### config.mk
export PLATFORM = sky130hd
export DESIGN_NAME = axis_ramp_sequencer
export DESIGN_NICKNAME = d
export VERILOG_FILES = /design/src/rtl/axis_ramp_sequencer_pkg.sv /design/src/rtl/ramp_seq_channel.sv /design/src/rtl/axis_ramp_sequencer.sv
export SDC_FILE = /design/constraint.sdc
export NUM_CORES = 1
export LEC_CHECK = 0
export CAP_MARGIN = 20
export CORE_ASPECT_RATIO = 1.25
export CORE_MARGIN = 2
export CORE_UTILIZATION = 49
export DETAILED_ROUTE_END_ITERATION = 7
export MAX_ROUTING_LAYER = met4
export PLACE_DENSITY = 0.74
export SYNTH_ARGS = -nofsm -noshare
export SYNTH_HDL_FRONTEND = slang
export SYNTH_SLANG_ARGS = --single-unit
### constraint.sdc
create_clock -name aclk -period 2.65 [get_ports aclk]
set_clock_uncertainty 0.15 [all_clocks]
set_input_delay 0.3975 -clock aclk [delete_from_list [all_inputs] [get_ports aclk]]
set_output_delay 0.3975 -clock aclk [all_outputs]
set_load 0.01 [all_outputs]
### src/rtl/axis_ramp_sequencer_pkg.sv
// Shared types and constants for the AXI4-Stream ramp request sequencer.
package axis_ramp_sequencer_pkg;

  typedef enum logic [1:0] {
    ST_IDLE = 2'd0,
    ST_RUN  = 2'd1,
    ST_DONE = 2'd2
  } state_e;

  localparam int HIGH_LEVEL_DEFAULT = 8191;
  localparam int BURST_WIDTH        = 16;

endpackage : axis_ramp_sequencer_pkg

### src/rtl/ramp_seq_channel.sv
// One request channel: beat counter (optional), duty compare and sample mux.
// With OWN_COUNTER = 0 the channel follows an externally supplied count.
module ramp_seq_channel
  import axis_ramp_sequencer_pkg::*;
#(
  parameter int COUNTER_WIDTH = 18,
  parameter int DATA_WIDTH    = 16,
  parameter int HIGH_LEVEL    = HIGH_LEVEL_DEFAULT,
  parameter bit OWN_COUNTER   = 1'b1
) (
  input  logic                     aclk,
  input  logic                     aresetn,
  input  logic                     load_i,
  input  logic                     clear_i,
  input  logic                     advance_i,
  input  logic                     run_i,
  input  logic [COUNTER_WIDTH-1:0] load_val_i,
  input  logic [COUNTER_WIDTH-1:0] period_i,
  input  logic [COUNTER_WIDTH-1:0] duty_i,
  input  logic [COUNTER_WIDTH-1:0] ext_cnt_i,
  output logic [COUNTER_WIDTH-1:0] cnt_o,
  output logic                     rq_o,
  output logic [DATA_WIDTH-1:0]    tdata_o
);

  localparam logic [DATA_WIDTH-1:0] HIGH_WORD = DATA_WIDTH'(HIGH_LEVEL);

  logic [COUNTER_WIDTH-1:0] cnt;

  if (OWN_COUNTER) begin : g_own
    logic [COUNTER_WIDTH-1:0] cnt_q, cnt_d;

    // NOTE: cnt_d gets its hold value first so every path assigns it and no latch is inferred.
    always_comb begin
      cnt_d = cnt_q;
      if (load_i) begin
        cnt_d = load_val_i;
      end else if (clear_i) begin
        cnt_d = '0;
      end else if (advance_i) begin
        cnt_d = (cnt_q == period_i) ? '0 : cnt_q + COUNTER_WIDTH'(1);
      end
    end

    // NOTE: state registers use non-blocking assignments so all flops update on the same edge.
    always_ff @(posedge aclk or negedge aresetn) begin
      if (!aresetn) begin
        cnt_q <= '0;
      end else begin
        cnt_q <= cnt_d;
      end
    end

    assign cnt = cnt_q;

    logic unused_ext;
    assign unused_ext = ^ext_cnt_i;
  end else begin : g_shared
    assign cnt = ext_cnt_i;

    logic unused_ctl;
    assign unused_ctl = ^{aclk, aresetn, load_i, clear_i, advance_i, load_val_i, period_i};
  end

  // Request derives from registered state only, so it never glitches with tready.
  assign cnt_o   = cnt;
  assign rq_o    = run_i & (cnt >= duty_i);
  assign tdata_o = rq_o ? HIGH_WORD : '0;

endmodule : ramp_seq_channel

### src/rtl/axis_ramp_sequencer.sv
// Multi-channel ramp request sequencer streaming per-channel levels on AXI4-Stream.
// Optional feature macro RAMP_SEQ_PHASE_EN: per-channel start phase via cfg_phase.
module axis_ramp_sequencer
  import axis_ramp_sequencer_pkg::*;
#(
  parameter int COUNTER_WIDTH = 18,
  parameter int CHANNELS      = 2,
  parameter int DATA_WIDTH    = 16,
  parameter int HIGH_LEVEL    = HIGH_LEVEL_DEFAULT
) (
  input  logic                              aclk,
  input  logic                              aresetn,
  input  logic [COUNTER_WIDTH-1:0]          cfg_period,
  input  logic [CHANNELS*COUNTER_WIDTH-1:0] cfg_duty,
`ifdef RAMP_SEQ_PHASE_EN
  input  logic [CHANNELS*COUNTER_WIDTH-1:0] cfg_phase,
`else
`endif
  input  logic [BURST_WIDTH-1:0]            cfg_burst,
  input  logic                              start,
  input  logic                              stop,
  output logic                              busy,
  output logic                              done,
  output logic [CHANNELS-1:0]               ramp_rq,
  output logic [CHANNELS*DATA_WIDTH-1:0]    m_axis_tdata,
  output logic                              m_axis_tvalid,
  input  logic                              m_axis_tready
);

  state_e                            state_q, state_d;
  logic [COUNTER_WIDTH-1:0]          period_q;
  logic [CHANNELS*COUNTER_WIDTH-1:0] duty_q;
  logic [BURST_WIDTH-1:0]            burst_q;
  logic [BURST_WIDTH-1:0]            wrap_cnt_q, wrap_cnt_d;
  logic                              tvalid_q;

  logic                              run;
  logic                              advance;
  logic                              load;
  logic                              clear;
  logic                              wrap;
  logic                              burst_hit;
  logic [BURST_WIDTH:0]              wrap_next;
  logic [COUNTER_WIDTH-1:0]          base_cnt;

  assign run       = (state_q == ST_RUN);
  assign advance   = run & tvalid_q & m_axis_tready;
  assign wrap      = advance & (base_cnt == period_q);
  assign wrap_next = {1'b0, wrap_cnt_q} + (BURST_WIDTH + 1)'(1);
  assign burst_hit = (burst_q != '0) && (wrap_next == {1'b0, burst_q});

  always_comb begin
    state_d = state_q;
    load    = 1'b0;
    unique case (state_q)
      ST_IDLE: begin
        if (start && !stop) begin
          state_d = ST_RUN;
          load    = 1'b1;
        end
      end
      ST_RUN: begin
        if (stop) begin
          state_d = ST_IDLE;
        end else if (wrap && burst_hit) begin
          state_d = ST_DONE;
        end
      end
      ST_DONE: state_d = ST_IDLE;
      default: state_d = ST_IDLE;
    endcase
  end

  // Leaving RUN for any reason discards progress; the load on start takes priority.
  assign clear = (state_d != ST_RUN);

  always_comb begin
    wrap_cnt_d = wrap_cnt_q;
    if (load || clear) begin
      wrap_cnt_d = '0;
    end else if (wrap && (wrap_cnt_q != '1)) begin
      wrap_cnt_d = wrap_cnt_q + BURST_WIDTH'(1);
    end
  end

  // NOTE: shadows are plain datapath registers yet still reset, so outputs are defined from reset.
  always_ff @(posedge aclk or negedge aresetn) begin
    if (!aresetn) begin
      state_q    <= ST_IDLE;
      wrap_cnt_q <= '0;
      tvalid_q   <= 1'b0;
      period_q   <= '0;
      duty_q     <= '0;
      burst_q    <= '0;
    end else begin
      state_q    <= state_d;
      wrap_cnt_q <= wrap_cnt_d;
      tvalid_q   <= 1'b1;
      if (load) begin
        period_q <= cfg_period;
        duty_q   <= cfg_duty;
        burst_q  <= cfg_burst;
      end
    end
  end

  for (genvar i = 0; i < CHANNELS; i++) begin : g_ch
    logic [COUNTER_WIDTH-1:0] load_val;
    logic [COUNTER_WIDTH-1:0] cnt;
    logic                     rq;
    logic [DATA_WIDTH-1:0]    tdata;

`ifdef RAMP_SEQ_PHASE_EN
    localparam bit OWN = 1'b1;
    logic [COUNTER_WIDTH-1:0] phase;
    assign phase    = cfg_phase[i*COUNTER_WIDTH +: COUNTER_WIDTH];
    assign load_val = (phase > cfg_period) ? cfg_period : phase;
`else
    localparam bit OWN = (i == 0);
    assign load_val = '0;
`endif

    ramp_seq_channel #(
      .COUNTER_WIDTH (COUNTER_WIDTH),
      .DATA_WIDTH    (DATA_WIDTH),
      .HIGH_LEVEL    (HIGH_LEVEL),
      .OWN_COUNTER   (OWN)
    ) u_channel (
      .aclk       (aclk),
      .aresetn    (aresetn),
      .load_i     (load),
      .clear_i    (clear),
      .advance_i  (advance),
      .run_i      (run),
      .load_val_i (load_val),
      .period_i   (period_q),
      .duty_i     (duty_q[i*COUNTER_WIDTH +: COUNTER_WIDTH]),
      .ext_cnt_i  (base_cnt),
      .cnt_o      (cnt),
      .rq_o       (rq),
      .tdata_o    (tdata)
    );

    assign ramp_rq[i]                               = rq;
    assign m_axis_tdata[i*DATA_WIDTH +: DATA_WIDTH] = tdata;
  end

  // Channel 0 owns the reference count: it drives burst wraps and, without phases, all channels.
  assign base_cnt = g_ch[0].cnt;

  assign busy          = run;
  assign done          = (state_q == ST_DONE);
  assign m_axis_tvalid = tvalid_q;

endmodule : axis_ramp_sequencer

==> results.md, run 1 <==
- Status: finished, violations left
- Violated checks: setup timing
- Sequential area share after synthesis: 0.415
- Layout Cell Area excl Fill: ~8700 sq um
- Tcrit/Tclk final: 1.14
- Drt via density: 5.54
- I/O pins: 112
- Fin nets: a little over 900
- Setup TNS: -9.13 ns
- DRT met1 WL: 6.64 mm
- WHS Path Cells: 1
- Yosys warns: 0
- Routed len/inst: 18.0 um
- Die H: 132 um
- Worst-path clk slew: 0.08 ns
- Clock Tree Root: clkbuf_16
- Count leader, synth: dfrtp_1
- Final WS setup: -0.375 ns
- Avg Inst Size Synth: 9.73 sq um
- DR iter-0 viols: ~230
- PD cells: 499 nW/um^2
- Via count of the first global-routing pass: between 5000 and 6000
- Initial antenna violation count: 0
- Required @ worst endpoint: approximately 2.1 ns
- Met3 WL post-DR: 816 um
- Final hold viol count: 0
- Max-cap violations: 0
- Die Wd: 107 um
- Post-route antenna net violation count: 0
- Cell Area, Synth: 6450 sq um
- Prevailing post-synth register cell: dfrtp_1
- Unrepaired setup endpoints after global routing: yes
- Area grow syn2layout: 34.3%
- Num CTS Buffers: 9
- Critical Path Fanout Max: 7
- IO Port Bufs: 105
- Final Power: 4.32 mW
- CTS tree: built
- Final Slew Violations: 0
- Max IR drop VDD: around 0.33 mV
- Synth area leaders: dfrtp_1 41%, ha_1 7.4%, mux2_2 6.3%, xnor2_1 5.6%, buf_4 4.2%
- Share of cells above drive strength 1: 0.274
- Uppermost routed layer: met4
- Critical path arrival: about 2.5 ns
- Post-route minimum period: 3.02 ns
- #FFs+latches synth: ~110
- Finish-stage setup viols: 28
- CP Launch Type: flip-flop
- Die area: about 14000 sq um
- Synth top cells by count: 107 x dfrtp_1, 58 x nand2_1, 45 x o21ai_0
- Slew @ Worst Pin: 0.878 ns
- Routability cong.: 0.949
- Hold crit path type: reg -> reg
- Routed WL: 17.6 mm
- Vias: between 5000 and 6000
- Max H-tree Level: 3
- Total grt overflow: 0
- FMAX: 331 MHz
- Worst-skew pair later-pin latency: 0.36 ns
- Largest net degree at the start of global routing: 88
- Post-Place Cell Area: about 8000 sq um
- Gr usage total: 0.262
- Post-DP HPWL: between 10 and 15 mm
- Synth top area share: 0.415
- DRC viols: 0
- Crit end category: primary output
- Number of synthesized flops with an enable pin: 0
- First drt pass iteration count: 5
- CTS Sinks: ~110
- DR WL met2: a little under 10 mm
- First-pass GRT wire length: between 20 and 30 mm
- R2R cell count: 8
- Cells after synthesis: 663
- CTS max path bufs: 2
- # diodes: 0
- Distinct cells, synth: a little under 60
- Core box area: about 13000 sq um
- Leakage: 3.81 nW
- Finished Core Util: 0.678
- Async SR Flop Fraction: 1.00
- Top cell type by total area after synthesis: dfrtp_1
- Setup CP Type: reg -> out
- Max transition margin: 0.414
- Row count: 46
- Initial Util: 0.505
## cell families (layout without fill, tap and decap cells)
logic type / Yosys count / after routing / synth area share
AND/OR/NAND/NOR: 223 / 223 / 0.194
multiplexers: 38 / 38 / 0.0659
other: 2 / 7 / 0.00116
buffers and inverters: 105 / 246 / 0.0842
AO/OA/AOI/OAI: 85 / 86 / 0.0776
flip-flops: 107 / 107 / 0.415
XOR/XNOR: 65 / 65 / 0.0882
adder cells (fa/ha/maj): 38 / 38 / 0.0737
## power by group
group          switching [mW]  leakage [nW]  internal, mW
registers               0.150          1.35          1.85
logic                   0.465          2.32         0.500
clock network           0.683         0.145         0.666
total                    1.30          3.81          3.02
## stage by stage
| step | setup slack [ns] | instances | hold WS (ns) |
|---|---|---|---|
| 2_1_floorplan | 0.0156 | 668 | -0.0481 |
| 3_3_place_gp | -0.473 | 950 | 0.275 |
| 3_5_place_dp | -0.575 | 950 | 0.280 |
| 4_1_cts | -0.353 | 974 | 0.385 |
| 5_1_grt | -0.445 | 978 | 0.410 |
| 6_report | -0.375 | 978 | 0.381 |
## placed cells by master, fill, tap and decap left out, types with 4 or more instances in the layout
cell             instances
dfrtp_1                103
clkdlybuf4s50_1         76
buf_4                   76
nand2_1                 58
o21ai_0                 42
xnor2_1                 40
inv_1                   39
mux2_2                  36
ha_1                    33
buf_6                   26
xor2_1                  24
and3_1                  21
nor4_1                  19
nand4_1                 18
nor3_1                  17
nand3_1                 15
nor2_1                  15
a21oi_1                 14
clkbuf_16               10
conb_1                   7
buf_2                    7
nor3_2                   6
nor2b_1                  5
nor3_4                   5
ha_4                     5
nand2b_1                 4
dfrtp_2                  4
## worst paths after layout
kind | start | end | slack (ns)
setup reg to reg | wrap_cnt_q[0]$_DFFE_PN0P_ | wrap_cnt_q[3]$_DFFE_PN0P_ | 0
min in group asynchronous | aresetn | duty_q[20]$_DFFE_PN0P_ | 0.42
hold reg to reg | period_q[7]$_DFFE_PN0P_ | period_q[7]$_DFFE_PN0P_ | 0.38
setup / recovery | g_ch[0].u_channel.cnt_o[0]$_DFFE_PN0P_ | m_axis_tdata[26] | -0.37
max in group asynchronous | aresetn | wrap_cnt_q[1]$_DFFE_PN0P_ | 1.12
hold / removal | period_q[7]$_DFFE_PN0P_ | period_q[7]$_DFFE_PN0P_ | 0.38
## metal layers
| metal | vias up | track usage |
|---|---|---|
| met5 | - | - |
| met3 | 39 | 0.0361 |
| li1 | 2576 | - |
| met1 | 2633 | 0.287 |
| met4 | 0 | 0.110 |
| met2 | 167 | 0.472 |
## final cells by class
cell class                      instances  area (sq um)
Clock buffer                            9           225
Timing Repair Buffer                  190          1750
Multi-Input combinational cell        457          3570
Sequential cell                       107          2680
Inverter                               40           150
Fill cell                            1008          4110
Tap cell                              168           210
Clock inverter                          7          71.3
## critical path, stage by stage (launching register included)
cell and delay (ns):
dfrtp_1 0.40, inv_2 0.07, buf_6 0.10, ha_4 0.18, nand2b_4 0.13, a211oi_2 0.18, o21bai_1 0.13, a2111oi_2 0.33
a211o_1 0.29, a21oi_4 0.12, buf_2 0.18
## flip-flops by register name, indices dropped and copies added, names as in the netlist
register and flops:
burst_q 16, duty_q 36, g_ch.u_channel.cnt_o 18, m_axis_tvalid 1, period_q 18, state_q 2, wrap_cnt_q 16
## what timing repair did
item / CTS / global route
setup endpoints to repair: 58 / 60
hold endpoints to repair: 40 / 0
hold buffers: 1 / 0
pin swaps: 10 / 22
gates resized for setup: 157 / 39
buffers inserted: 5 / 4
gates cloned: 2 / 0
Note: power is estimated with default switching activity, not from simulation.
==> run 2, diff against run 1 <==
--- a/config.mk
+++ b/config.mk
@@ -9,6 +9,7 @@
 export CORE_ASPECT_RATIO = 1.25
 export CORE_MARGIN = 2
 export CORE_UTILIZATION = 49
+export CTS_CLUSTER_DIAMETER = 80
 export DETAILED_ROUTE_END_ITERATION = 7
 export MAX_ROUTING_LAYER = met4
 export PLACE_DENSITY = 0.74
==> results of run 2 <==
The final DEF is identical to that of run 1; final timing and power are the same.
==> run 3, diff against run 2 <==
--- a/config.mk
+++ b/config.mk
@@ -13,6 +13,7 @@
 export DETAILED_ROUTE_END_ITERATION = 7
 export MAX_ROUTING_LAYER = met4
 export PLACE_DENSITY = 0.74
+export SKIP_CTS_REPAIR_TIMING = 1
 export SYNTH_ARGS = -nofsm -noshare
 export SYNTH_HDL_FRONTEND = slang
 export SYNTH_SLANG_ARGS = --single-unit
==> run 3 against run 2 <==
- routed wire length fell by 0.20%
- via count is 0.30% lower
- sequential cell count is the same
- core utilization shrank 0.95 points
- global-route usage down 0.82 points
- total power hardly changed
- clock-buffer cell count did not move
- the flow still finishes with violations (setup timing)
==> results.md, run 3 (synthesized netlist as in run 1, its figures left out) <==
- Status: finished, violations left
- Violated checks: setup timing
- Area grow syn2layout: 32.4%
- FF-to-FF Start: wrap_cnt_q[0]$_DFFE_PN0P_
- R2R Setup Slk: 0.01 ns
- Worst-skew pair later-pin latency: 0.36 ns
- DRT met1 WL: 6.72 mm
- Initial antenna violation count: 0
- Comb power frac: 0.224
- Met3 WL post-DR: 815 um
- Gr usage total: 0.254
- Reg power frac: 0.465
- Final WS setup: -0.395 ns
- Post-DP HPWL: roughly 13 mm
- Worst-path clk slew: 0.08 ns
- RR Endpoint: wrap_cnt_q[3]$_DFFE_PN0P_
- Share of cells above drive strength 1: 0.271
- Hold crit path type: reg -> reg
- PD cells: about 500 nW/um^2
- Largest net degree at the start of global routing: between 80 and 90
- Hold_ws: 0.382 ns
- Max-cap violations: 0
- Reg with most FFs: duty_q
- Switching Share: 0.301
- Post-route minimum period: 3.05 ns
- Critical path endpoint: m_axis_tdata[17]
- Clock Tree Root: clkbuf_16
- Initial Util: 0.505
- Critical path arrival: 2.50 ns
- I/O pins: 112
- Crit-path max cell delay: 0.40 ns
- Commonest non-fill, non-tap cells in the layout: 103 x dfrtp_1, 76 x clkdlybuf4s50_1, 74 x buf_4, 58 x nand2_1, 42 x o21ai_0
- CTS tree: built
- Cell-internal power: between 3 and 4 mW
- Final hold viol count: 0
- Via count of the first global-routing pass: roughly 5600
- Slew @ Worst Pin: between 0.8 and 0.9 ns
- Die Wd: about 110 um
- Fin nets: 915
- Layout fillers: 1035
- Cells along the critical path: inv_2 -> buf_6 -> ha_4 -> nand2b_4 -> a211oi_2 -> o21bai_1 -> a2111oi_2 -> a211o_1 -> a21oi_4 -> buf_2
- FMAX: 328 MHz
- First drt pass iteration count: 5
- Drt via density: 5.54
- Largest register FFs: 36
- Setup CP Type: reg -> out
- Core box area: 12800 sq um
- DRC viols: 0
- CTS max path bufs: 2
- Dpl ws: -0.575 ns
- First-pass GRT wire length: 27.6 mm
- Leakage: 3.78 nW
- Finish-stage setup viols: 28
- Max H-tree Level: 3
- DR WL met2: ~9.5 mm
- DR iter-0 viols: 200
- Sw Pwr: around 1.3 mW
- Routed len/inst: 18.1 um
- Max transition margin: 0.420
- Post-route antenna net violation count: 0
- Worst path slowest cell: dfrtp_1
- Num CTS Buffers: 9
- Critical Path Fanout Max: 7
- CP Launch Type: flip-flop
- Row count: 46
- Vias: 5399
- R2R cell count: 8
- Tcrit/Tclk final: 1.15
- Most common cell after layout, fill and taps aside: dfrtp_1
- Routed WL: around 18 mm
- Crit end category: primary output
- Max IR drop VDD: 0.314 mV
- # diodes: 0
- Clk network pwr share: 0.311
- Total grt overflow: 0
- Unrepaired setup endpoints after global routing: yes
- Routability cong.: around 0.95
- Critical Path Source: g_ch[0].u_channel.cnt_o[0]$_DFFE_PN0P_
- Uppermost routed layer: met4
- Final Slew Violations: 0
- Die H: 132 um
- Required @ worst endpoint: between 2 and 2.5 ns
- Die area: 14100 sq um
- CTS Sinks: approximately 110
- IO Port Bufs: between 100 and 150
==> run 3: cell count changes in the layout (fill, tap and decap cells not counted), moves of 2 or more <==
cell and change:
buf_4 -2, buf_2 +10, ha_1 -2, clkbuf_2 +4
buf_6 -14
==> run 3: per-stage QoR <==
| step | instances | total power [mW] | TNS, ns | area, sq um | utilization |
|---|---|---|---|---|---|
| floorplan | 668 | 2.52 | 0 | 6480 | - |
| global route | 975 | 4.54 | -12.01 | 8540 | 0.669 |
| CTS | 966 | 4.26 | -27.68 | 8230 | 0.644 |
| finish | 975 | 4.32 | -9.23 | 8540 | 0.669 |
| detailed placement | 950 | 2.92 | -16.06 | 7930 | 0.621 |
| global placement | 950 | 2.86 | -12.90 | 7930 | 0.621 |
==> run 3: worst min path at each step <==
stage                                  start                        to  slack, ns  cells after the start
finish               period_q[7]$_DFFE_PN0P_   period_q[7]$_DFFE_PN0P_       0.38                      1
global route        period_q[15]$_DFFE_PN0P_  period_q[15]$_DFFE_PN0P_       0.41                      1
CTS                                  aresetn    duty_q[22]$_DFFE_PN0P_      -0.10                      1
detailed placement                   aresetn    duty_q[22]$_DFFE_PN0P_       0.28                      1
global placement                     aresetn    duty_q[20]$_DFFE_PN0P_       0.27                      1
floorplan                            aresetn    burst_q[0]$_DFFE_PN0P_      -0.05                      0
==> run 3: final cells by class <==
type                            count  area (sq um)  area share
Timing Repair Buffer              187          1630       0.190
Tap cell                          168           210      0.0246
Inverter                           40           150      0.0176
Multi-Input combinational cell    457          3580       0.419
Clock buffer                        9           225      0.0264
Sequential cell                   107          2680       0.314
Clock inverter                      7          71.3     0.00835
==> run 3: worst max-delay path, delay by kind of cell, from the launching register on <==
family,cells,cell delay [ns]
AO/OA/AOI/OAI,5,1.05
flip-flops,1,0.40
buffers and inverters,3,0.36
adder cells (fa/ha/maj),1,0.19
AND/OR/NAND/NOR,1,0.14
==> run 3: layer usage <==
layer | GRT usage | vias up
met2 | 0.449 | 181
met4 | 0.110 | 0
met1 | 0.282 | 2600
li1 | - | 2568
met5 | - | -
met3 | 0.0376 | 50
==> run 3: power groups by stage <==
stage          combinational [mW]  sequential [mW]  clock (mW)
2_1_floorplan               0.532             1.99           0
3_3_place_gp                0.834             2.03           0
3_5_place_dp                0.879             2.04           0
4_1_cts                     0.886             2.00        1.37
5_1_grt                      1.07             2.03        1.44
6_report                    0.969             2.01        1.34
